**config.mk**
```make
export PLATFORM = sky130hd
export DESIGN_NAME = fetch_stage_flat
export DESIGN_NICKNAME = d
export VERILOG_FILES = /design/src/rtl/fetch_stage_if.sv /design/src/rtl/fetch_stage.sv /design/src/flat_wrapper.sv
export SDC_FILE = /design/constraint.sdc
export NUM_CORES = 1
export LEC_CHECK = 0
export CAP_MARGIN = 40
export CORE_UTILIZATION = 40
export DETAILED_ROUTE_END_ITERATION = 8
export HOLD_SLACK_MARGIN = 0.06
export PLACE_DENSITY = 0.65
export SYNTH_ARGS = -nofsm -noshare
export SYNTH_HDL_FRONTEND = slang
export SYNTH_SLANG_ARGS = --single-unit
```
**constraint.sdc**
```tcl
create_clock -name clk -period 2.4 [get_ports clk]
set_clock_uncertainty 0.2 [all_clocks]
set_input_delay 0.48 -clock clk [delete_from_list [all_inputs] [get_ports clk]]
set_output_delay 0.48 -clock clk [all_outputs]
set_load 0.03 [all_outputs]
```
**src/rtl/fetch_stage_if.sv**
```systemverilog
// Instruction-memory request/done bus between the fetch stage (master) and
// the instruction memory (slave).
interface fetch_stage_if #(
  parameter int PC_W = 16
);
  logic            imem_rd;
  logic [PC_W-1:0] imem_addr;
  logic [15:0]     imem_rdata;
  logic            imem_done;

  modport master (output imem_rd, imem_addr, input imem_rdata, imem_done);
  modport slave  (input imem_rd, imem_addr, output imem_rdata, imem_done);
endinterface

```
**src/rtl/fetch_stage.sv**
```systemverilog
// Instruction-fetch stage with IF/ID pipeline register: owns the PC, fetches
// over a request/done handshake, and handles stall, flush and halt.
module fetch_stage #(
  parameter int              PC_W      = 16,
  parameter logic [PC_W-1:0] RESET_PC  = '0,
  parameter logic [15:0]     NOP_INSTR = 16'h0800
) (
  input  logic              clk,
  input  logic              rst_n,
  fetch_stage_if.master     imem,
  input  logic              stall_id,
  input  logic              flush,
  input  logic [PC_W-1:0]   redirect_pc,
  input  logic              halt_id,
  output logic [15:0]       if_id_instr,
  output logic [PC_W-1:0]   if_id_pc2,
  output logic              if_id_valid,
  output logic              halted
);

  typedef enum logic [2:0] {
    S_IDLE, S_REQ, S_FULL, S_DISCARD, S_HALT
  } state_t;

  state_t          state_q;
  logic [PC_W-1:0] pc_q, req_addr_q, pc2_q, buf_pc2_q;
  logic [15:0]     instr_q, buf_q;
  logic            rd_q, valid_q, buf_valid_q, halt_pend_q, halted_q;

  logic            done;
  logic            halt_ok;
  logic [PC_W-1:0] pc_plus2;

  // A done pulse only counts while our request is actually on the bus.
  assign done     = imem.imem_done & rd_q;
  assign halt_ok  = halt_id & valid_q & ~stall_id & ~flush;
  assign pc_plus2 = pc_q + PC_W'(2);

  always_ff @(posedge clk or negedge rst_n) begin
    if (!rst_n) begin
      state_q     <= S_IDLE;
      pc_q        <= RESET_PC;
      req_addr_q  <= RESET_PC;
      rd_q        <= 1'b0;
      instr_q     <= NOP_INSTR;
      pc2_q       <= '0;
      valid_q     <= 1'b0;
      buf_q       <= '0;
      buf_pc2_q   <= '0;
      buf_valid_q <= 1'b0;
      halt_pend_q <= 1'b0;
      halted_q    <= 1'b0;
    end else if (state_q == S_HALT) begin
      rd_q     <= 1'b0;
      valid_q  <= 1'b0;
      halted_q <= 1'b1;
    end else if (flush) begin
      pc_q        <= redirect_pc;
      valid_q     <= 1'b0;
      instr_q     <= NOP_INSTR;
      buf_valid_q <= 1'b0;
      halt_pend_q <= 1'b0;
      if (rd_q && !imem.imem_done) begin
        state_q <= S_DISCARD;
      end else begin
        state_q    <= S_REQ;
        rd_q       <= 1'b1;
        req_addr_q <= redirect_pc;
      end
    end else if (halt_ok) begin
      valid_q     <= 1'b0;
      instr_q     <= NOP_INSTR;
      buf_valid_q <= 1'b0;
      if (rd_q && !imem.imem_done) begin
        state_q     <= S_DISCARD;
        halt_pend_q <= 1'b1;
      end else begin
        state_q  <= S_HALT;
        rd_q     <= 1'b0;
        halted_q <= 1'b1;
      end
    end else begin
      case (state_q)
        S_IDLE: begin
          state_q    <= S_REQ;
          rd_q       <= 1'b1;
          req_addr_q <= pc_q;
        end
        S_REQ: begin
          if (done) begin
            pc_q <= pc_plus2;
            if (!stall_id) begin
              instr_q    <= imem.imem_rdata;
              valid_q    <= 1'b1;
              pc2_q      <= pc_plus2;
              req_addr_q <= pc_plus2;
            end else begin
              buf_q       <= imem.imem_rdata;
              buf_pc2_q   <= pc_plus2;
              buf_valid_q <= 1'b1;
              rd_q        <= 1'b0;
              state_q     <= S_FULL;
            end
          end else if (!stall_id) begin
            // Decode consumed IF/ID with nothing new behind it: insert a bubble.
            valid_q <= 1'b0;
            instr_q <= NOP_INSTR;
          end
        end
        S_FULL: begin
          if (!stall_id && buf_valid_q) begin
            instr_q     <= buf_q;
            pc2_q       <= buf_pc2_q;
            valid_q     <= 1'b1;
            buf_valid_q <= 1'b0;
            rd_q        <= 1'b1;
            req_addr_q  <= pc_q;
            state_q     <= S_REQ;
          end
        end
        S_DISCARD: begin
          if (done) begin
            if (halt_pend_q) begin
              state_q     <= S_HALT;
              rd_q        <= 1'b0;
              halted_q    <= 1'b1;
              halt_pend_q <= 1'b0;
            end else begin
              state_q    <= S_REQ;
              req_addr_q <= pc_q;
            end
          end
        end
        default: ;
      endcase
    end
  end

  assign imem.imem_rd   = rd_q;
  assign imem.imem_addr = req_addr_q;
  assign if_id_instr    = instr_q;
  assign if_id_pc2      = pc2_q;
  assign if_id_valid    = valid_q;
  assign halted         = halted_q;

endmodule

```
**src/flat_wrapper.sv**
```systemverilog
// flat-port wrapper written by rule: the top's interface ports become plain ports
module fetch_stage_flat 
#(
  parameter int              PC_W      = 16,
  parameter logic [PC_W-1:0] RESET_PC  = '0,
  parameter logic [15:0]     NOP_INSTR = 16'h0800
)
  (clk, rst_n, stall_id, flush, redirect_pc, halt_id, if_id_instr, if_id_pc2, if_id_valid, halted, imem_imem_rd, imem_imem_addr, imem_imem_rdata, imem_imem_done);
  fetch_stage_if #(.PC_W(PC_W)) imem_i ();
  input  logic clk;
  input  logic rst_n;
  input  logic stall_id;
  input  logic flush;
  input  logic [PC_W-1:0] redirect_pc;
  input  logic halt_id;
  output logic [15:0] if_id_instr;
  output logic [PC_W-1:0] if_id_pc2;
  output logic if_id_valid;
  output logic halted;
  output wire logic [$bits(imem_i.imem_rd)-1:0] imem_imem_rd;
  output wire logic [$bits(imem_i.imem_addr)-1:0] imem_imem_addr;
  input wire logic [$bits(imem_i.imem_rdata)-1:0] imem_imem_rdata;
  input wire logic [$bits(imem_i.imem_done)-1:0] imem_imem_done;
  assign imem_imem_rd = imem_i.imem_rd;
  assign imem_imem_addr = imem_i.imem_addr;
  assign imem_i.imem_rdata = imem_imem_rdata;
  assign imem_i.imem_done = imem_imem_done;
  fetch_stage #(.PC_W(PC_W), .RESET_PC(RESET_PC), .NOP_INSTR(NOP_INSTR)) u_core (.clk(clk), .rst_n(rst_n), .imem(imem_i), .stall_id(stall_id), .flush(flush), .redirect_pc(redirect_pc), .halt_id(halt_id), .if_id_instr(if_id_instr), .if_id_pc2(if_id_pc2), .if_id_valid(if_id_valid), .halted(halted));
endmodule
```
# == Yosys cells after proc, flatten, opt, wreduce, memory -nomap -nowiden ==
# Cells that the tools add are included.
# word_totals
register_bits,104
input_bits,38
out_inout_bits,51
word_cells,146
# op_classes
n_addsub,1
n_eq_ne,29
n_mux,67
bitwise_logic,8
n_reduce_logical,29
# op_table
operator,n
$mux 16,19
$pmux 16 s2,2
$pmux 16 s4,1
$mux 1,32
$mux 3,8
$ne 5x2->1 const B,4
$add 16x2->16 const B,1
$reduce_bool 3->1,5
$ne 3x2->1 const B,4
$ne 3x3->1 const B,4
$ne 4x2->1 const B,3
$pmux 3 s4,1
$reduce_and 4->1,3
$reduce_and 6->1,2
$ne 5x3->1 const B,2
$reduce_and 5->1,2
$reduce_bool 5->1,2
$reduce_and 9->1,1
$ne 4x3->1 const B,2
$reduce_and 8->1,1
$reduce_and 7->1,1
$reduce_bool 7->1,1
$eq 3x2->1 const B,2
$ne 2x1->1 const B,3
15 further kinds,28

# == Logic depth before layout (Yosys ltp) ==
# Gate-level depths: netlist of run 1.
# logic_depth
depth_word,7
ltp_mapped,8
mapped_depth_nobuf,6

# == Worst setup path after synthesis of run 1 ==
# Ideal clock, no wire load.
# synth_timing
path_kind,reg2reg
start,reg u_core.rd_q (netlist: u_core.imem.imem_rd)
end,reg u_core.req_addr_q[10] (netlist: u_core.imem.imem_addr[10])
setup_ns,0.125
arrival_time_ns,2.025
required_time_ns,2.075
path_slack_ns,0.050
path_stages_with_launch,8
n_path_buf,2
synth_period_minus_slack_ns,2.350
cell_sequence,dfrtp_1 > and2_1 > clkbuf_1 > a22oi_1 > o21ai_0 > o211ai_1 > buf_2 > mux2_2
# synth_via
elab_chain_len,3
word_cells_on_any_way,6
cone_classes,eq/ne: 3; bitwise: 1; reduce/logical: 2
# synth_lines
element,line,source
start: declaration,fetch_stage.sv:28,"logic rd_q, valid_q, buf_valid_q, halt_pend_q, halted_q;"
start signal: assignment,fetch_stage.sv:44,rd_q <= 1'b0;
start signal: assignment,fetch_stage.sv:54,rd_q <= 1'b0;
start signal: assignment,fetch_stage.sv:67,rd_q <= 1'b1;
$and 1x1->1 / $logic_and 1x1->1 (equally long branches),"fetch_stage.sv:35, fetch_stage.sv:63",
$ne 3x2->1 (no line) / $ne 2x2->1 (equally long branches),--,
$reduce_and 9->1 (no line) (*),--,
end signal: assignment,fetch_stage.sv:68,req_addr_q <= redirect_pc;
end signal: assignment,fetch_stage.sv:87,req_addr_q <= pc_q;
end signal: assignment,fetch_stage.sv:96,req_addr_q <= pc_plus2;
end: declaration,fetch_stage.sv:26,"logic [PC_W-1:0] pc_q, req_addr_q, pc2_q, buf_pc2_q;"
# Mark *: on every way between the ends. The rest lies on a longest branch, timed or not.
# A chain may end at the register's enable or synchronous reset.

# == Worst setup path after layout of run 1 ==
# layout_timing
start,reg u_core.state_q[1]
end,reg u_core.req_addr_q[8] (netlist: u_core.imem.imem_addr[8])
# layout_via
elab_chain_len,4
word_cells_on_any_way,16
cone_classes,eq/ne: 9; mux: 3; bitwise: 1; reduce/logical: 3
# layout_lines
element,line,source
start: declaration,fetch_stage.sv:25,state_t state_q;
start signal: assignment,fetch_stage.sv:41,state_q <= S_IDLE;
start signal: assignment,fetch_stage.sv:64,state_q <= S_DISCARD;
start signal: assignment,fetch_stage.sv:66,state_q <= S_REQ;
"$eq 3x2->1, or another cell as far along",fetch_stage.sv:83,case (state_q)
$pmux 16 s4,fetch_stage.sv:83,
$mux 16,fetch_stage.sv:70,end else if (halt_ok) begin
$mux 16,fetch_stage.sv:57,end else if (flush) begin
# Several ways; a longest one is shown, not always the timed one. The select of a mux whose other input is x is not followed.

==> summary.txt, run 1 <==
Run status
  – Status: completed

Timing
  – RSZ-0062 raised after global routing: false
  – PnR worst setup slack: 140.4 ps
  – Setup_tns: 0 ps
  – Worst rel slew slack: 67.11%
  – Hold WS: 278.9 ps
  – Slew Viols, Final: 0
  – Period minus WS final: 2260 ps
  – Worst-margin pin slew: 493.4 ps
  – Final worst path period share: 94.15%
  – Setup violators final: 0
  – Final hold violation count: 0
  – F_max: 442.6 MHz

Die
  – Die width: 119.2 um
  – Die area: 14220 um^2
  – Die Height: 119.2 um
  – Core footprint: 13350 um^2
  – Io pins: 89
  – Core Rows: 42
  – Starting density of the core: 41.19%

Synth
  – EDFF count, synth: 0
  – Yosys warns: 0
  – Seq/Total Area, Yosys: 47.36%
  – Net count after synthesis: 629
  – Synthesized area per cell: 9.318 um^2
  – Main synth FF type: dfrtp_1
  – Synth area leaders: dfrtp_1, mux2_2, o21ai_0
  – Synth async-reset ratio: 100.0%
  – Synth cell types: 53
  – Area leader, netlist: dfrtp_1
  – Mapped cell area: 5498 um^2
  – Mapped Cells: 590
  – Area fraction of the dominant cell type after synthesis: 46.88%
  – Register bit total from synthesis: 104

Global route
  – Pin count of the biggest net entering global routing: 62
  – Met1 Use GR: 30.28%
  – M3 GR Usage: 3.927%
  – Met2 usage: 33.47%
  – Most Crowded Layer GR: met2
  – Number of global-route vias before repair: 4719
  – GRT overflow: 0
  – Global Route Usage Sum: 21.85%
  – Initial antenna violation count: 0
  – First-pass GRT wire length: 24210 um

Clocking
  – CTS tree: done
  – Worst-path clk slew: 70 ps
  – Sink Count: 104
  – CTS Buffer Depth: 2
  – Clk root buf: clkbuf_16
  – Clock latency on the worst-skew pair: 360 ps
  – Htree depth: 3
  – CTS Buf Count: 9
  – Setup Buffers After CTS: 0

Pwr
  – Sequential power share: 35.2%
  – Power density over the cells: 1164 nW/um^2
  – Final Total Pwr: 8.421 mW
  – Leak: 3.040 nW
  – Logic pwr share: 47.3%
  – Switch Pwr: 3.359 mW
  – Clock group share of total power: 17.6%
  – Internal Power: 5.062 mW
  – Switch share: 39.89%
  – VDD IR max: 624.9 uV

Finish
  – Commonest non-fill, non-tap cell in the layout: dfrtp_1
  – Filler cells: 1233
  – Share of cells above drive strength 1: 17.85%
  – Most frequent cells in the layout: dfrtp_1, clkdlybuf4s50_1, o21ai_0, nand2_1, buf_4
  – Final #Nets: 740
  – # diodes: 0
  – Area delta synth->final: 31.54%
  – Final non-filler cell total: 882

Job
  – Total of max-cap violations: 0

Drt
  – DRC violations left: 0
  – Via density: 5.536
  – First DRT Iteration DRCs: 353
  – Vias: 4883
  – Total detailed-routing wirelength: 14700 um
  – First-pass DRT Iterations: 5
  – Antenna Nets Post-Route: 0
  – WL/cell: 16.67 um

Placed design
  – GPL Wtd Cong: 0.8623
  – Dpl ws: -164.6 ps
  – Number of port buffers: 88
  – Detailed Place HPWL: 10490 um
  – Placed Cells: 865

Setup path
  – CP Capture Type: flip-flop
  – Element type at the critical path start: flip-flop
  – CP arrival: 2300 ps
  – Worst EP required: 2440 ps
  – Worst-path fanout max: 11
  – Setup CP Type: reg -> reg

Hold path
  – Hold Crit Class: reg -> reg
per-layer routing:
layer | part of all wire (%) | vias to the layer above | routed length, um
li1 | - | 2334 | -
met1 | 48 | 2357 | 7061
met2 | 45 | 169 | 6601
met3 | 5.2 | 23 | 763
met4 | 1.9 | 0 | 272
met5 | 0 | - | 0
worst max-delay path: stages (launching register included):
cell and delay [ps]:
dfrtp_1 410, or3b_4 510, nor4_1 380, xor2_1 110
mux2_2 270, mux2_2 260
synthesized netlist by cell type, types with 2 or more instances:
cell      number
nand3_1       20
a32oi_1        2
a21oi_1       39
and2_1         2
buf_1          4
dfrtp_1      103
nor3_1        10
o22ai_1       11
o31ai_1        5
nor4_1         5
nand2b_1       5
nand2_1       70
a211oi_1       3
nand4_1       10
a22oi_1        6
nor3b_1        5
buf_2         12
o211ai_1       7
clkbuf_1      29
nor2b_1        8
mux2i_1        2
inv_1          9
xor2_1         5
or3_1          2
nor2_1        32
a21o_1         5
and3_1        17
xnor2_1       18
mux2_2        44
o21ai_0       71
a31oi_1        6
o21a_1         2
power by group through the flow:
stage               sequential [mW]  clock (mW)  combinational [mW]
finish                         2.96        1.48                3.98
global route                   3.05        1.57                4.32
CTS                            2.95        1.52                3.99
detailed placement             2.97           0                3.97
global placement               2.94           0                3.92
floorplan                      3.45           0                1.91
timing repair:
action	4_1_cts	5_1_grt
resized for setup	0	4
endpoints found under the setup margin	0	48
hold buffers	1	0
endpoints found under the hold margin	16	0
per-stage QoR:
| stage | cell area, um^2 | utilization (%) |
|---|---|---|
| floorplan | 5498 | - |
| global placement | 6922 | 51.86 |
| detailed placement | 6922 | 51.86 |
| CTS | 7221 | 54.10 |
| global route | 7232 | 54.18 |
| finish | 7232 | 54.18 |
final timing paths:
check | startpoint | end | slack [ps] | depth (start not counted)
max | u_core.state_q[1] | u_core.imem.imem_addr[8] | 140 | 5
min | u_core.if_id_instr[7] | u_core.if_id_instr[7] | 280 | 2
max reg2reg | u_core.state_q[1] | u_core.imem.imem_addr[8] | 140 | 5
min reg2reg | u_core.if_id_instr[7] | u_core.if_id_instr[7] | 280 | 2
max in group asynchronous | rst_n | u_core.imem.imem_addr[11] | 1050 | 3
min in group asynchronous | rst_n | u_core.if_id_instr[5] | 340 | 2
cells by family after synthesis:
family,share of synthesized area (%)
simple gates,17.59
compound gates,17.62
mux,9.377
fa+ha+maj,0.2275
xor+xnor,3.664
flops,47.36
buf+inv,4.165
state kept, by name, indices dropped and copies added, names as in the netlist:
signal,count
u_core.buf_pc2_q,16
u_core.buf_q,16
u_core.if_id_instr,16
u_core.if_id_pc2,16
u_core.imem.imem_addr,16
u_core.pc_q,16
u_core.state_q,3
u_core.buf_valid_q,1
u_core.halt_pend_q,1
u_core.halted,1
u_core.if_id_valid,1
u_core.imem.imem_rd,1
layout make-up:
type / count / area, um^2 / area share [%]
Multi-Input combinational cell: 431 / 2681 / 37.08
Clock inverter: 4 / 52.55 / 0.7266
Sequential cell: 104 / 2604 / 36.00
Inverter: 9 / 33.78 / 0.4671
Clock buffer: 12 / 236.5 / 3.270
Tap cell: 176 / 220.2 / 3.045
Timing Repair Buffer: 146 / 1404 / 19.41
No activity file was read; power rests on OpenSTA's default activity.
==> run 2, diff against run 1 <==
--- a/config.mk
+++ b/config.mk
@@ -7,6 +7,7 @@
 export LEC_CHECK = 0
 export CAP_MARGIN = 40
 export CORE_UTILIZATION = 40
+export CTS_BUF_LIST = sky130_fd_sc_hd__clkbuf_16
 export DETAILED_ROUTE_END_ITERATION = 8
 export HOLD_SLACK_MARGIN = 0.06
 export PLACE_DENSITY = 0.65
==> summary.txt, run 2 (synthesized netlist as in run 1, its figures left out) <==
Setup path
  – Worst-path fanout max: 11 (unchanged)
  – FF-to-FF path depth: 5 (unchanged)
  – Slowest stage delay, CP: 510 ps (about the same)
  – CP arrival: 2300 ps (about the same)
  – Stages on worst setup path: 5 (unchanged)
  – Setup CP Type: reg -> reg
  – Worst reg-to-reg setup slack: 140 ps (about the same)
  – Buf/Inv on CP: 0 (unchanged)
  – CP Capture Type: flip-flop
  – CP Launch Point: u_core.state_q[1]
  – Element type at the critical path start: flip-flop
  – R2R Path Start: u_core.state_q[1]
  – Crit path capture: u_core.imem.imem_addr[8]
  – Worst EP required: 2440 ps (about the same)
  – RR Endpoint: u_core.imem.imem_addr[8]
  – Most used cell, CP: mux2_2
  – Critical-path cell list: or3b_4 -> nor4_1 -> xor2_1 -> mux2_2 -> mux2_2
  – CP top delay family: simple AND/OR/NAND/NOR gates
  – Critical path's slowest cell: or3b_4

Timing
  – Worst rel slew slack: 67.54% (+0.43 points)
  – Final worst path period share: 94.09% (about the same)
  – Period minus WS final: 2258 ps (-1.495 ps)
  – PnR worst setup slack: 141.9 ps (+1.495 ps)
  – Slew Viols, Final: 0 (unchanged)
  – Setup violators final: 0 (unchanged)
  – Final hold violation count: 0 (unchanged)
  – Setup_tns: 0 ps (unchanged)
  – Worst-margin pin slew: 486.9 ps (-6.475 ps)
  – F_max: 442.8 MHz (about the same)
  – RSZ-0062 raised after global routing: false

Run status
  – Status: completed

Die
  – Die Height: 119.2 um (unchanged)
  – Core footprint: 13350 um^2 (unchanged)
  – Starting density of the core: 41.19% (unchanged)
  – Die width: 119.2 um (unchanged)
  – Io pins: 89 (unchanged)
  – Core Rows: 42 (unchanged)
  – Die area: 14220 um^2 (unchanged)

Clocking
  – Clock latency on the worst-skew pair: 360 ps (about the same)
  – Setup Buffers After CTS: 0 (unchanged)
  – CTS Buf Count: 9 (unchanged)
  – Clk root buf: clkbuf_16
  – Htree depth: 3 (unchanged)
  – Worst-path clk slew: 70 ps (about the same)
  – Sink Count: 104 (unchanged)
  – CTS Buffer Depth: 2 (unchanged)
  – CTS tree: done

Drt
  – Total detailed-routing wirelength: 14670 um (-0.23%)
  – Vias: 4874 (-0.18%)
  – Via density: 5.526 (-0.18%)
  – DRC violations left: 0 (unchanged)
  – First DRT Iteration DRCs: 355 (+0.57%)
  – Antenna Nets Post-Route: 0 (unchanged)
  – First-pass DRT Iterations: 6 (+1)
  – WL/cell: 16.63 um (-0.23%)

Finish
  – Commonest non-fill, non-tap cell in the layout: dfrtp_1
  – Share of cells above drive strength 1: 17.85% (unchanged)
  – Filler cells: 1233 (unchanged)
  – Final #Nets: 740 (unchanged)
  – Area delta synth->final: 31.54% (unchanged)
  – Most frequent cells in the layout: dfrtp_1, clkdlybuf4s50_1, o21ai_0, nand2_1, buf_4
  – # diodes: 0 (unchanged)

Pwr
  – Power density over the cells: 1162 nW/um^2 (-0.19%)
  – VDD IR max: 625.2 uV (about the same)
  – Leak: 3.052 nW (+0.41%)

Global route
  – GRT overflow: 0 (unchanged)
  – Initial antenna violation count: 0 (unchanged)
  – Pin count of the biggest net entering global routing: 62 (unchanged)
  – Number of global-route vias before repair: 4719 (unchanged)
  – Global Route Usage Sum: 21.85% (unchanged)
  – First-pass GRT wire length: 24210 um (unchanged)

Hold path
  – Hold path start: u_core.if_id_instr[7]
  – Hold Crit Class: reg -> reg

Placed design
  – GPL Wtd Cong: 0.8623 (unchanged)
  – Number of port buffers: 88 (unchanged)
  – Detailed Place HPWL: 10490 um (unchanged)
  – Dpl ws: -164.6 ps (unchanged)

Job
  – Total of max-cap violations: 0 (unchanged)
## run 2: per-stage QoR
stage | power [mW] | hold slack (ps) | cells | utilization (%) | area, um^2
5_1_grt | 8.931 | 293.5 | 882 | 54.18 | 7232
2_1_floorplan | 5.359 | -15.59 | 590 | - | 5498
3_3_place_gp | 6.862 | 167.4 | 865 | 51.86 | 6922
6_report | 8.405 | 278.9 | 882 | 54.18 | 7232
3_5_place_dp | 6.948 | 168.4 | 865 | 51.86 | 6922
4_1_cts | 8.448 | 283.5 | 882 | 54.10 | 7221
## run 2: timing repair
item | 4_1_cts | 5_1_grt
gates resized for setup | 0 | 4
hold endpoints to repair | 16 | 0
hold buffers | 1 | 0
endpoints found under the setup margin | 0 | 48
## run 2: where the power goes
group | internal, mW | total [mW] | switching, mW
logic | 1.80 | 3.98 | 2.18
clock network | 0.802 | 1.46 | 0.662
registers | 2.44 | 2.96 | 0.517
total | 5.05 | 8.40 | 3.36
## run 2: how the worst min path moves through the flow
stage                     depth (start not counted)  slack [ps]                     end
after floorplan                                   0         -20     u_core.buf_pc2_q[0]
after global placement                            1         170   u_core.if_id_instr[9]
after detailed placement                          1         170   u_core.if_id_instr[5]
after CTS                                         2         280  u_core.if_id_instr[11]
after global routing                              2         290  u_core.if_id_instr[11]
final                                             2         280   u_core.if_id_instr[7]
## run 2: cell type report
class / count / area, um^2 / share of cell area [%]
clock buffer: 9 / 225.2 / 3.114
clock inverter: 7 / 63.81 / 0.8824
inverter: 9 / 33.78 / 0.4671
multi-input combinational: 431 / 2681 / 37.08
sequential: 104 / 2604 / 36.00
tap: 176 / 220.2 / 3.045
timing repair buffer: 146 / 1404 / 19.41
## run 2: layer usage
metal | routed length (um) | vias to the layer above | global-route usage [%]
li1 | - | 2337 | -
met1 | 7056 | 2349 | 30.28
met2 | 6574 | 165 | 33.47
met3 | 738 | 23 | 3.927
met4 | 296 | 0 | 9.335
met5 | 0 | - | 0
## run 2: tightest hold or removal path: cells and delay by family, from the launching register on
| family | cells | cell delay (ps) |
|---|---|---|
| AOI/OAI and AO/OA | 1 | 60 |
| DFF | 1 | 340 |
| and+or+nand+nor | 1 | 40 |
==> run 3, diff against run 2 <==
--- a/config.mk
+++ b/config.mk
@@ -5,6 +5,7 @@
 export SDC_FILE = /design/constraint.sdc
 export NUM_CORES = 1
 export LEC_CHECK = 0
+export ABC_CLOCK_PERIOD_IN_PS = 2400
 export CAP_MARGIN = 40
 export CORE_UTILIZATION = 40
 export CTS_BUF_LIST = sky130_fd_sc_hd__clkbuf_16
==> results of run 3 <==
Same layout as run 2: the final DEF is identical, and so are final timing and power.
